`config.mk`:
```
export PLATFORM = sky130hd
export DESIGN_NAME = breath_seq_ctrl
export DESIGN_NICKNAME = d
export VERILOG_FILES = /design/src/rtl/breath_pkg.sv /design/src/rtl/pwm_timebase.sv /design/src/rtl/breath_seq_ctrl.sv
export SDC_FILE = /design/constraint.sdc
export NUM_CORES = 1
export LEC_CHECK = 0
export ABC_AREA = 1
export ABC_CLOCK_PERIOD_IN_PS = 4600
export BUFFER_PORTS_ARGS = -buffer_cell sky130_fd_sc_hd__buf_2
export CAP_MARGIN = 25
export CELL_PAD_IN_SITES_DETAIL_PLACEMENT = 1
export CELL_PAD_IN_SITES_GLOBAL_PLACEMENT = 2
export CORE_MARGIN = 2
export CORE_UTILIZATION = 40
export CTS_CLUSTER_DIAMETER = 100
export DETAILED_ROUTE_END_ITERATION = 6
export PLACE_DENSITY = 0.95
export SLEW_MARGIN = 20
export SYNTH_ARGS = -nofsm -noshare
export SYNTH_HDL_FRONTEND = slang
export SYNTH_HIERARCHICAL = 1
export SYNTH_SLANG_ARGS = --single-unit
```
`constraint.sdc`:
```
create_clock -name sys_clk -period 4.6 [get_ports sys_clk]
set_input_delay 0.92 -clock sys_clk [delete_from_list [all_inputs] [get_ports sys_clk]]
set_output_delay 0.92 -clock sys_clk [all_outputs]
set_load 0.01 [all_outputs]
```
`src/rtl/breath_pkg.sv`:
```
// Shared types and sizing helpers for the breathing-LED sequencer.
package breath_pkg;

  typedef enum logic [1:0] {
    IDLE     = 2'd0,
    FADE_IN  = 2'd1,
    FADE_OUT = 2'd2,
    GAP      = 2'd3
  } state_t;

  // Bits needed to hold a counter running 0..max_val (at least 1).
  function automatic int cnt_w(input int max_val);
    return (max_val < 1) ? 1 : $clog2(max_val + 1);
  endfunction

  // Bits needed to index n items (at least 1).
  function automatic int idx_w(input int n);
    return (n < 2) ? 1 : $clog2(n);
  endfunction

endpackage

```
`src/rtl/pwm_timebase.sv`:
```
// Microsecond prescaler and PWM frame counter; both held at zero while cleared.
module pwm_timebase
  import breath_pkg::*;
#(
  parameter int CNT_US_MAX = 49,
  parameter int FRAME_MAX  = 999,
  parameter int FR_W       = cnt_w(FRAME_MAX)
) (
  input  logic            i_clk,
  input  logic            i_rst,
  input  logic            i_clear,
  output logic            o_tick_us,
  output logic            o_frame_end,
  output logic [FR_W-1:0] o_cnt_frame
);

  localparam int US_W = cnt_w(CNT_US_MAX);

  logic [US_W-1:0] r_cnt_us;
  logic [FR_W-1:0] r_cnt_frame;
  logic            w_tick_us;
  logic            w_frame_last;

  assign w_tick_us    = (r_cnt_us == US_W'(CNT_US_MAX));
  assign w_frame_last = (r_cnt_frame == FR_W'(FRAME_MAX));

  always_ff @(posedge i_clk or posedge i_rst) begin
    if (i_rst) begin
      r_cnt_us    <= '0;
      r_cnt_frame <= '0;
    end else if (i_clear) begin
      r_cnt_us    <= '0;
      r_cnt_frame <= '0;
    end else begin
      r_cnt_us <= w_tick_us ? '0 : r_cnt_us + 1'b1;
      if (w_tick_us)
        r_cnt_frame <= w_frame_last ? '0 : r_cnt_frame + 1'b1;
    end
  end

  assign o_tick_us   = w_tick_us;
  assign o_frame_end = w_tick_us && w_frame_last;
  assign o_cnt_frame = r_cnt_frame;

endmodule

```
`src/rtl/breath_seq_ctrl.sv`:
```
// Round-robin breathing sequencer: one shared fade engine drives one LED at a time,
// with a dark gap between breaths.
module breath_seq_ctrl
  import breath_pkg::*;
#(
  parameter int CNT_US_MAX = 49,
  parameter int FRAME_MAX  = 999,
  parameter int GAP_FRAMES = 200,
  parameter int LED_NUM    = 4
) (
  input  logic                       sys_clk,
  input  logic                       sys_rst,
  input  logic                       start,
  input  logic                       stop,
  output logic [LED_NUM-1:0]         led_out,
  output logic [$clog2(LED_NUM)-1:0] chan_idx,
  output logic                       busy,
  output logic                       breath_done
);

  localparam int FR_W  = cnt_w(FRAME_MAX);
  localparam int GAP_W = cnt_w(GAP_FRAMES - 1);
  localparam int CH_W  = idx_w(LED_NUM);

  state_t             r_state, w_state_nxt;
  logic [FR_W-1:0]    r_level;
  logic [GAP_W-1:0]   r_gap_cnt;
  logic [CH_W-1:0]    r_chan;
  logic               r_stop_pend;
  logic [LED_NUM-1:0] r_led;
  logic               r_busy, r_done;

  logic [FR_W-1:0]    w_cnt_frame;
  logic               w_tick_us, w_frame_end, w_step, w_clear;
  logic               w_lvl_max, w_lvl_zero, w_gap_last, w_stop_eff;
  logic [LED_NUM-1:0] w_led_nxt;
  logic               w_busy_nxt, w_done_nxt;

  // Counters restart from zero both while idle and on the cycle that enters IDLE.
  assign w_clear = (r_state == IDLE) || (w_state_nxt == IDLE);

  pwm_timebase #(
    .CNT_US_MAX (CNT_US_MAX),
    .FRAME_MAX  (FRAME_MAX),
    .FR_W       (FR_W)
  ) u_timebase (
    .i_clk       (sys_clk),
    .i_rst       (sys_rst),
    .i_clear     (w_clear),
    .o_tick_us   (w_tick_us),
    .o_frame_end (w_frame_end),
    .o_cnt_frame (w_cnt_frame)
  );

  assign w_step     = w_tick_us && w_frame_end;
  assign w_lvl_max  = (r_level == FR_W'(FRAME_MAX));
  assign w_lvl_zero = (r_level == '0);
  assign w_gap_last = (r_gap_cnt == GAP_W'(GAP_FRAMES - 1));
  assign w_stop_eff = r_stop_pend || stop;

  always_ff @(posedge sys_clk or posedge sys_rst) begin
    if (sys_rst) r_state <= IDLE;
    else         r_state <= w_state_nxt;
  end

  always_comb begin
    w_state_nxt = r_state;
    case (r_state)
      IDLE:     if (start && !stop) w_state_nxt = FADE_IN;
      FADE_IN:  if (w_step && w_lvl_max) w_state_nxt = FADE_OUT;
      FADE_OUT: if (w_step && w_lvl_zero) w_state_nxt = w_stop_eff ? IDLE : GAP;
      GAP: begin
        if (stop)                     w_state_nxt = IDLE;
        else if (w_step && w_gap_last) w_state_nxt = FADE_IN;
      end
      default:  w_state_nxt = IDLE;
    endcase
  end

  always_comb begin
    w_led_nxt = '0;
    if ((r_state == FADE_IN || r_state == FADE_OUT) && (w_cnt_frame < r_level))
      w_led_nxt[r_chan] = 1'b1;
    w_busy_nxt = (w_state_nxt != IDLE);
    w_done_nxt = (r_state == FADE_OUT) && w_step && w_lvl_zero;
  end

  // Level, gap counter, channel pointer and deferred stop.
  always_ff @(posedge sys_clk or posedge sys_rst) begin
    if (sys_rst) begin
      r_level     <= '0;
      r_gap_cnt   <= '0;
      r_chan      <= '0;
      r_stop_pend <= 1'b0;
    end else begin
      case (r_state)
        FADE_IN:  if (w_step && !w_lvl_max)  r_level <= r_level + 1'b1;
        FADE_OUT: if (w_step && !w_lvl_zero) r_level <= r_level - 1'b1;
        default:  r_level <= '0;
      endcase

      if (r_state != GAP)
        r_gap_cnt <= '0;
      else if (w_step)
        r_gap_cnt <= w_gap_last ? '0 : r_gap_cnt + 1'b1;

      if (r_state == GAP && w_state_nxt == FADE_IN)
        r_chan <= (r_chan == CH_W'(LED_NUM - 1)) ? '0 : r_chan + 1'b1;

      if (w_state_nxt == IDLE)
        r_stop_pend <= 1'b0;
      else if (stop && (r_state == FADE_IN || r_state == FADE_OUT))
        r_stop_pend <= 1'b1;
    end
  end

  always_ff @(posedge sys_clk or posedge sys_rst) begin
    if (sys_rst) begin
      r_led  <= '0;
      r_busy <= 1'b0;
      r_done <= 1'b0;
    end else begin
      r_led  <= w_led_nxt;
      r_busy <= w_busy_nxt;
      r_done <= w_done_nxt;
    end
  end

  assign led_out     = r_led;
  assign chan_idx    = r_chan;
  assign busy        = r_busy;
  assign breath_done = r_done;

endmodule

```
# --- Yosys cells after proc, flatten, opt, wreduce, memory -nomap -nowiden ---
# Index checks and enable logic that the tools add are counted.
totals:
  regBits: 45
  inputBits: 4
  output_inout_bits: 8
  word_cells: 83
classes:
  add_sub_neg: 6
  magnitude_cmp: 3
  eq_ne: 12
  mux: 24
  reduce_logical: 28
ops:
  columns: ["cell", "n"]
  rows:
  - ["$mux W10", 5]
  - ["$mux W8", 3]
  - ["$add A10 B1 Y10 const B", 2]
  - ["$eq A10 B10 Y1 const B", 2]
  - ["$pmux W10 S2", 1]
  - ["$logic_and A1 B1 Y1", 14]
  - ["$mux W2", 7]
  - ["$mux W6", 2]
  - ["$logic_not A10 Y1", 1]
  - ["$lt A10 B10 Y1", 1]
  - ["$sub A10 B1 Y10 const B", 1]
  - ["$add A8 B1 Y8 const B", 1]
  - ["$eq A8 B8 Y1 const B", 1]
  - ["$pmux W2 S4", 1]
  - ["$reduce_bool A2 Y1", 4]
  - ["$add A6 B1 Y6 const B", 1]
  - ["$eq A2 B2 Y1 const B", 3]
  - ["$eq A6 B6 Y1 const B", 1]
  - ["$eq A2 B1 Y1 const B", 2]
  - ["$logic_not A2 Y1", 2]
  - ["$mux W4", 1]
  - ["$ne A2 B1 Y1 const B", 2]
  - ["$logic_not A1 Y1", 3]
  - ["$logic_or A1 B1 Y1", 3]
  - ["7 further kinds", 9]

# --- Longest topological paths before layout ---
depth:
  word_depth: 10
  ltp_mapped: 23
  mapped_depth_nobuf: 22

# --- Modules after synthesis ---
# The synthesis kept the hierarchy.
by_module_without_submodules:
  columns: ["mod", "n_inst", "cells_per_inst", "area_each_um2", "seq_area_each_um2"]
  rows:
  - ["breath_seq_ctrl", 1, 312, 2327.2, 725.7]
  - ["pwm_timebase", 1, 119, 940.9, 400.4]

# --- Worst setup path after synthesis ---
# No wires, ideal clock.
synth_path:
  path_kind: "register to register"
  start: "reg u_timebase.r_cnt_frame[1] (netlist: u_timebase/o_cnt_frame[1])"
  end: "reg u_timebase.r_cnt_frame[8] (netlist: u_timebase/o_cnt_frame[8])"
  setup_ps: 113
  arrival_time_ps: 2266
  required_time_ps: 4487
  setup_slack_ps: 2222
  path_stages_with_launch: 23
  n_path_buf: 1
  synth_period_minus_slack_ps: 2378
  cell_sequence: "dfrtp_1 -> ha_1 -> nand2_1 -> nor2_1 -> nand2_1 -> nor2_1 -> nand2_1 -> clkinv_1 -> nand4_1 -> nand2_1 -> nand2_1 -> nand2_1 -> nand2_4 -> inv_2 -> nand2_1 -> nand2_1 -> inv_1 -> nand2_4 -> buf_8 -> nand3_1 -> nand2_1 -> nand2_1 -> inv_1"
synth_via:
  elab_chain_cells: 10
  word_cells_on_any_way: 18
  cone_classes: "add/sub (1); eq/ne (1); mux (8); reduce/logical (8)"
synth_lines:
  columns: ["element", "line", "text"]
  rows:
  - ["start, declared", "pwm_timebase.sv:20", "logic [FR_W-1:0] r_cnt_frame;"]
  - ["start signal, assigned", "pwm_timebase.sv:37", "r_cnt_frame <= w_frame_last ? '0 : r_cnt_frame + 1'b1;"]
  - ["$eq A10 B10 Y1 (*)", "pwm_timebase.sv:25", "assign w_frame_last = (r_cnt_frame == FR_W'(FRAME_MAX));"]
  - ["$logic_and A1 B1 Y1 (*)", "pwm_timebase.sv:42", "assign o_frame_end = w_tick_us && w_frame_last;"]
  - ["named net w_frame_end", "breath_seq_ctrl.sv:34", "logic w_tick_us, w_frame_end, w_step, w_clear;"]
  - ["$logic_and A1 B1 Y1 (*)", "breath_seq_ctrl.sv:55", "assign w_step = w_tick_us && w_frame_end;"]
  - ["$logic_and A1 B1 Y1", "breath_seq_ctrl.sv:74", "else if (w_step && w_gap_last) w_state_nxt = FADE_IN;"]
  - ["$mux W2", "breath_seq_ctrl.sv:74", null]
  - ["$mux W2", "breath_seq_ctrl.sv:73", "if (stop) w_state_nxt = IDLE;"]
  - ["$pmux W2 S4 (*)", "breath_seq_ctrl.sv:68", "case (r_state)"]
  - ["named net w_state_nxt[0]", "breath_seq_ctrl.sv:25", "state_t r_state, w_state_nxt;"]
  - ["$logic_not A2 Y1 (*)", "breath_seq_ctrl.sv:40", "assign w_clear = (r_state == IDLE) || (w_state_nxt == IDLE);"]
  - ["$logic_or A1 B1 Y1 (*)", "breath_seq_ctrl.sv:40", null]
  - ["named net w_clear", "breath_seq_ctrl.sv:34", null]
  - ["$mux W10 / $reduce_bool A2 Y1 (equally long branches)", null, null]
# The timed path passes the listed nets; every way through them passes the cells marked *. The select of a mux whose other input is x is not followed.
# A chain may end at the register's enable or synchronous reset.

# --- Final worst setup path ---
layout_path:
  start: "reg u_timebase.r_cnt_frame[0] (netlist: u_timebase/o_cnt_frame[0])"
  end: "reg u_timebase.r_cnt_frame[5] (netlist: u_timebase/o_cnt_frame[5])"
# The elaborated chain is that of the path after synthesis.

==> impl_metrics.prom <==
# TYPE chip_impl_metric gauge
chip_impl_metric{name="core_ar",unit="um2"} 7810
chip_impl_metric{name="synth_sequential_area_ratio",unit="%"} 34.5
chip_impl_metric{name="design.portCount",unit=""} 12
chip_impl_info{name="result_of_the_run",value="complete, no violations"} 1
chip_impl_metric{name="route.detailed.vias_per_inst",unit=""} 4.99
chip_impl_info{name="synth_top_family_by_area",value="simple AND/OR/NAND/NOR gates"} 1
chip_impl_metric{name="cts_buffers",unit=""} 5
chip_impl_metric{name="synthesis.instances",unit=""} 431
chip_impl_metric{name="post-place-ws",unit="ns"} 1.73
chip_impl_metric{name="postRouteAntennaNets",unit=""} 0
chip_impl_metric{name="cts.reportedPaths.clkPinSlew",unit="ns"} 0.09
chip_impl_metric{name="power.total",unit="mW"} 1.98
chip_impl_info{name="worst_setup_path_startpoint",value="u_timebase/o_cnt_frame[0]$_DFFE_PP0P_"} 1
chip_impl_info{name="end_kind",value="flip-flop"} 1
chip_impl_metric{name="timing.setup.tns",unit="ns"} 0
chip_impl_metric{name="grtUsageTotal",unit="%"} 19.6
chip_impl_metric{name="firstDrtPassIters",unit=""} 4
chip_impl_metric{name="max_slew.worst_pin.slew",unit="ns"} 0.945
chip_impl_metric{name="critPathRequiredTime",unit="ns"} 4.83
chip_impl_metric{name="grt_first_pass_wirelength",unit="mm"} 13.8
chip_impl_metric{name="diodes",unit=""} 0
chip_impl_metric{name="max-vdd-ir-drop",unit="V"} 0.000202
chip_impl_metric{name="multi_input_area",unit="um2"} 1820
chip_impl_metric{name="routed-via-count",unit=""} 2741
chip_impl_metric{name="grt_remaining_overflow",unit=""} 0
chip_impl_metric{name="synth.cell_area",unit="um2"} 3270
chip_impl_metric{name="clock-sinks",unit=""} 45
chip_impl_metric{name="htree_levels",unit=""} 2
chip_impl_info{name="leading_cell_types_in_the_layout_fill_and_taps_excluded",value="98 x nand2_1, 67 x inv_1, 50 x nor2_1"} 1
chip_impl_metric{name="grt_antenna_before_repair",unit=""} 0
chip_impl_metric{name="final.fill_count",unit=""} 1004
chip_impl_metric{name="finalClockSkew",unit="ns"} 0.0116
chip_impl_info{name="ys_dominant_reg_cell",value="dfrtp_1"} 1
chip_impl_metric{name="post_cts.resized_instances",unit=""} 0
chip_impl_metric{name="cts_buffer_depth",unit=""} 2
chip_impl_metric{name="nets",unit=""} 476
chip_impl_metric{name="placement.io_buffers",unit=""} 11
chip_impl_metric{name="layout.core_utilization",unit="%"} 45.1
chip_impl_metric{name="synthesized_nets",unit=""} 460
chip_impl_metric{name="ys_async_sr_fraction",unit="%"} 100
chip_impl_metric{name="number_of_enable_type_register_cells_in_the_synthesized_netlist",unit=""} 0
chip_impl_metric{name="ys_types",unit=""} 42
chip_impl_metric{name="synth.area.mux_share",unit="%"} 0
chip_impl_metric{name="synth-compound-area-share",unit="%"} 10.9
chip_impl_metric{name="remaining_drc_errors",unit=""} 0
chip_impl_info{name="hold_path.class",value="reg -> reg"} 1
chip_impl_metric{name="die-area",unit="um2"} 8910
chip_impl_metric{name="synth_warnings",unit=""} 6
chip_impl_metric{name="die_w",unit="um"} 94.4
chip_impl_metric{name="die_height",unit="um"} 94.4
chip_impl_info{name="mostFrequentLayoutCell",value="nand2_1"} 1
chip_impl_metric{name="timing.max_slew.rel_slack",unit="%"} 37.0
chip_impl_metric{name="register_to_register_setup_slack",unit="ns"} 1.66
chip_impl_metric{name="routed_wire_per_std_cell",unit="um"} 14.4
chip_impl_metric{name="min_period_over_period",unit="%"} 63.8
chip_impl_metric{name="drv_cap",unit=""} 0
chip_impl_metric{name="final.setup.worst_slack",unit="ns"} 1.66
chip_impl_metric{name="timing.final.max_slew_violations",unit=""} 0
chip_impl_metric{name="final_layout_size_suffix_gt1_share",unit="%"} 15.2
chip_impl_metric{name="post_synth_xor_area_fraction",unit="%"} 3.18
chip_impl_metric{name="setup_violations",unit=""} 0
chip_impl_metric{name="yosys.area_share.simple",unit="%"} 32.0
chip_impl_info{name="critPathLaunchType",value="flip-flop"} 1
chip_impl_metric{name="yosys.area_share.adder",unit="%"} 9.57
chip_impl_info{name="crit_type",value="reg -> reg"} 1
chip_impl_metric{name="cts_setup_buffers",unit=""} 0
chip_impl_metric{name="synthesis.area_per_instance",unit="um2"} 7.58
chip_impl_metric{name="first_global_vias",unit=""} 2957
chip_impl_metric{name="syn2layout_area_growth",unit="%"} 7.85
chip_impl_metric{name="worst_ep_arrival_time",unit="ns"} 3.16
chip_impl_metric{name="postSynthRegisterBits",unit=""} 45
chip_impl_metric{name="fp-row-count",unit=""} 32
chip_impl_metric{name="worstSkewPairLatency",unit="ns"} 0.30
chip_impl_metric{name="route.final.wire_length",unit="mm"} 7.91
chip_impl_metric{name="initial_core_util",unit="%"} 41.9
chip_impl_metric{name="max_freq",unit="GHz"} 0.341
chip_impl_metric{name="hpwl",unit="mm"} 6.38
chip_impl_info{name="hold_start",value="u_timebase/r_cnt_us[0]$_DFF_PP0_"} 1
chip_impl_metric{name="power.density_cell_area",unit="nW/um2"} 562
chip_impl_metric{name="post_cts_hold_buffer_count",unit=""} 0
chip_impl_metric{name="layout.area.seq",unit="um2"} 1130
chip_impl_metric{name="power.leakage",unit="nW"} 1.76
chip_impl_info{name="crit-reg2reg-launch",value="u_timebase/o_cnt_frame[0]$_DFFE_PP0P_"} 1
chip_impl_metric{name="cp_max_fo",unit=""} 20
chip_impl_info{name="clk_root_buffer_cell",value="clkbuf_8"} 1
chip_impl_metric{name="gp_routability_congestion",unit=""} 0.855
chip_impl_metric{name="number_of_hold_violations_in_the_final_report",unit=""} 0
chip_impl_metric{name="finalCriticalPeriod",unit="ns"} 2.94
chip_impl_info{name="tritoncts_clock_tree",value="built"} 1
chip_impl_metric{name="detail_route.iter0.violations",unit=""} 86
chip_impl_info{name="grt_setup_unrepaired",value="no"} 1
chip_impl_metric{name="grt_start_max_net_pins",unit=""} 30
## metrics by stage
stage / hold slack, ns / instance area (um2) / std cells
after floorplan: 0.474 / 3270 / 431
after global placement: 0.517 / 3420 / 542
after detailed placement: 0.521 / 3420 / 542
after CTS: 0.536 / 3520 / 549
after global routing: 0.557 / 3520 / 549
final: 0.530 / 3520 / 549
## cell type report
type                            count  share of cell area [%]
Clock buffer                        5                    1.95
Clock inverter                      2                   0.994
Inverter                           74                    8.09
Multi-Input combinational cell    309                    51.6
Sequential cell                    45                    31.9
Tap cell                          102                    3.62
Timing Repair Buffer               12                    1.77
## registers in the layout, summed over array words and instances, names as in the netlist
| signal | flops |
|---|---|
| r_level | 10 |
| breath_done | 1 |
| u_timebase/o_cnt_frame | 10 |
| r_gap_cnt | 8 |
| u_timebase/r_cnt_us | 6 |
| led_out | 4 |
| chan_idx | 2 |
| r_stop_pend | 1 |
| r_state | 2 |
| busy | 1 |
## worst paths after layout
path                                                          to  cells past startpoint
max                        u_timebase/o_cnt_frame[5]$_DFFE_PP0P_                     20
min                             u_timebase/r_cnt_us[0]$_DFF_PP0_                      1
max reg2reg                u_timebase/o_cnt_frame[5]$_DFFE_PP0P_                     20
min reg2reg                     u_timebase/r_cnt_us[0]$_DFF_PP0_                      1
max in group asynchronous  u_timebase/o_cnt_frame[1]$_DFFE_PP0P_                      2
min in group asynchronous               r_gap_cnt[7]$_DFFE_PP0P_                      3
## worst max-delay path, stage by stage, from the launching register on
cell and delay, ns:
dfrtp_1 0.42, ha_1 0.22, nand2_1 0.10, nor2_1 0.06, nand2_1 0.15, nor2_1 0.06, nand2_1 0.10, clkinv_1 0.24
nand4_1 0.21, nand3_1 0.10, nand2_1 0.12, nand2_2 0.06, nand2_4 0.08, inv_2 0.04, nand2_1 0.07, nand2_1 0.06
inv_1 0.22, nand2_4 0.21, nand2_2 0.15, inv_1 0.07, a21oi_1 0.12
## per-layer routing
layer  part of all wire [%]  GRT usage [%]  vias to the layer above
met2                     52           36.3                       11
met3                    1.6           2.63                        4
met4                   0.67           4.35                        0
li1                       -              -                     1405
met5                      0              0                        -
met1                     46           24.3                     1321
## synthesized netlist by cell type (4+ instances only)
master    n  share of area (%)
a21oi_1  23                3.5
dfrtp_1  45                 34
ha_1     25                9.6
inv_1    67                7.7
nand2_1  98                 11
nand2_2  10                1.9
nand2_4   5                1.7
nand3_1  29                4.4
nand3_2   4                1.2
nand4_1  11                2.1
nor2_1   50                5.7
nor2_2    6                1.1
o21ai_0   8                1.2
## where the power goes
group          switching, mW  total, mW  internal [mW]
Clock                  0.142      0.300          0.158
Combinational          0.764       1.13          0.364
Sequential            0.0814      0.552          0.471
Total                  0.987       1.98          0.993
## cell families (layout without fill, tap and decap cells)
logic type / Yosys count / count (layout)
AOI/OAI and AO/OA: 55 / 55
xor gates and xnor gates: 8 / 8
buffers and inverters: 77 / 93
and+or+nand+nor: 221 / 221
adders and majority gates: 25 / 25
DFF: 45 / 45
No activity file was read; power rests on OpenSTA's default activity.
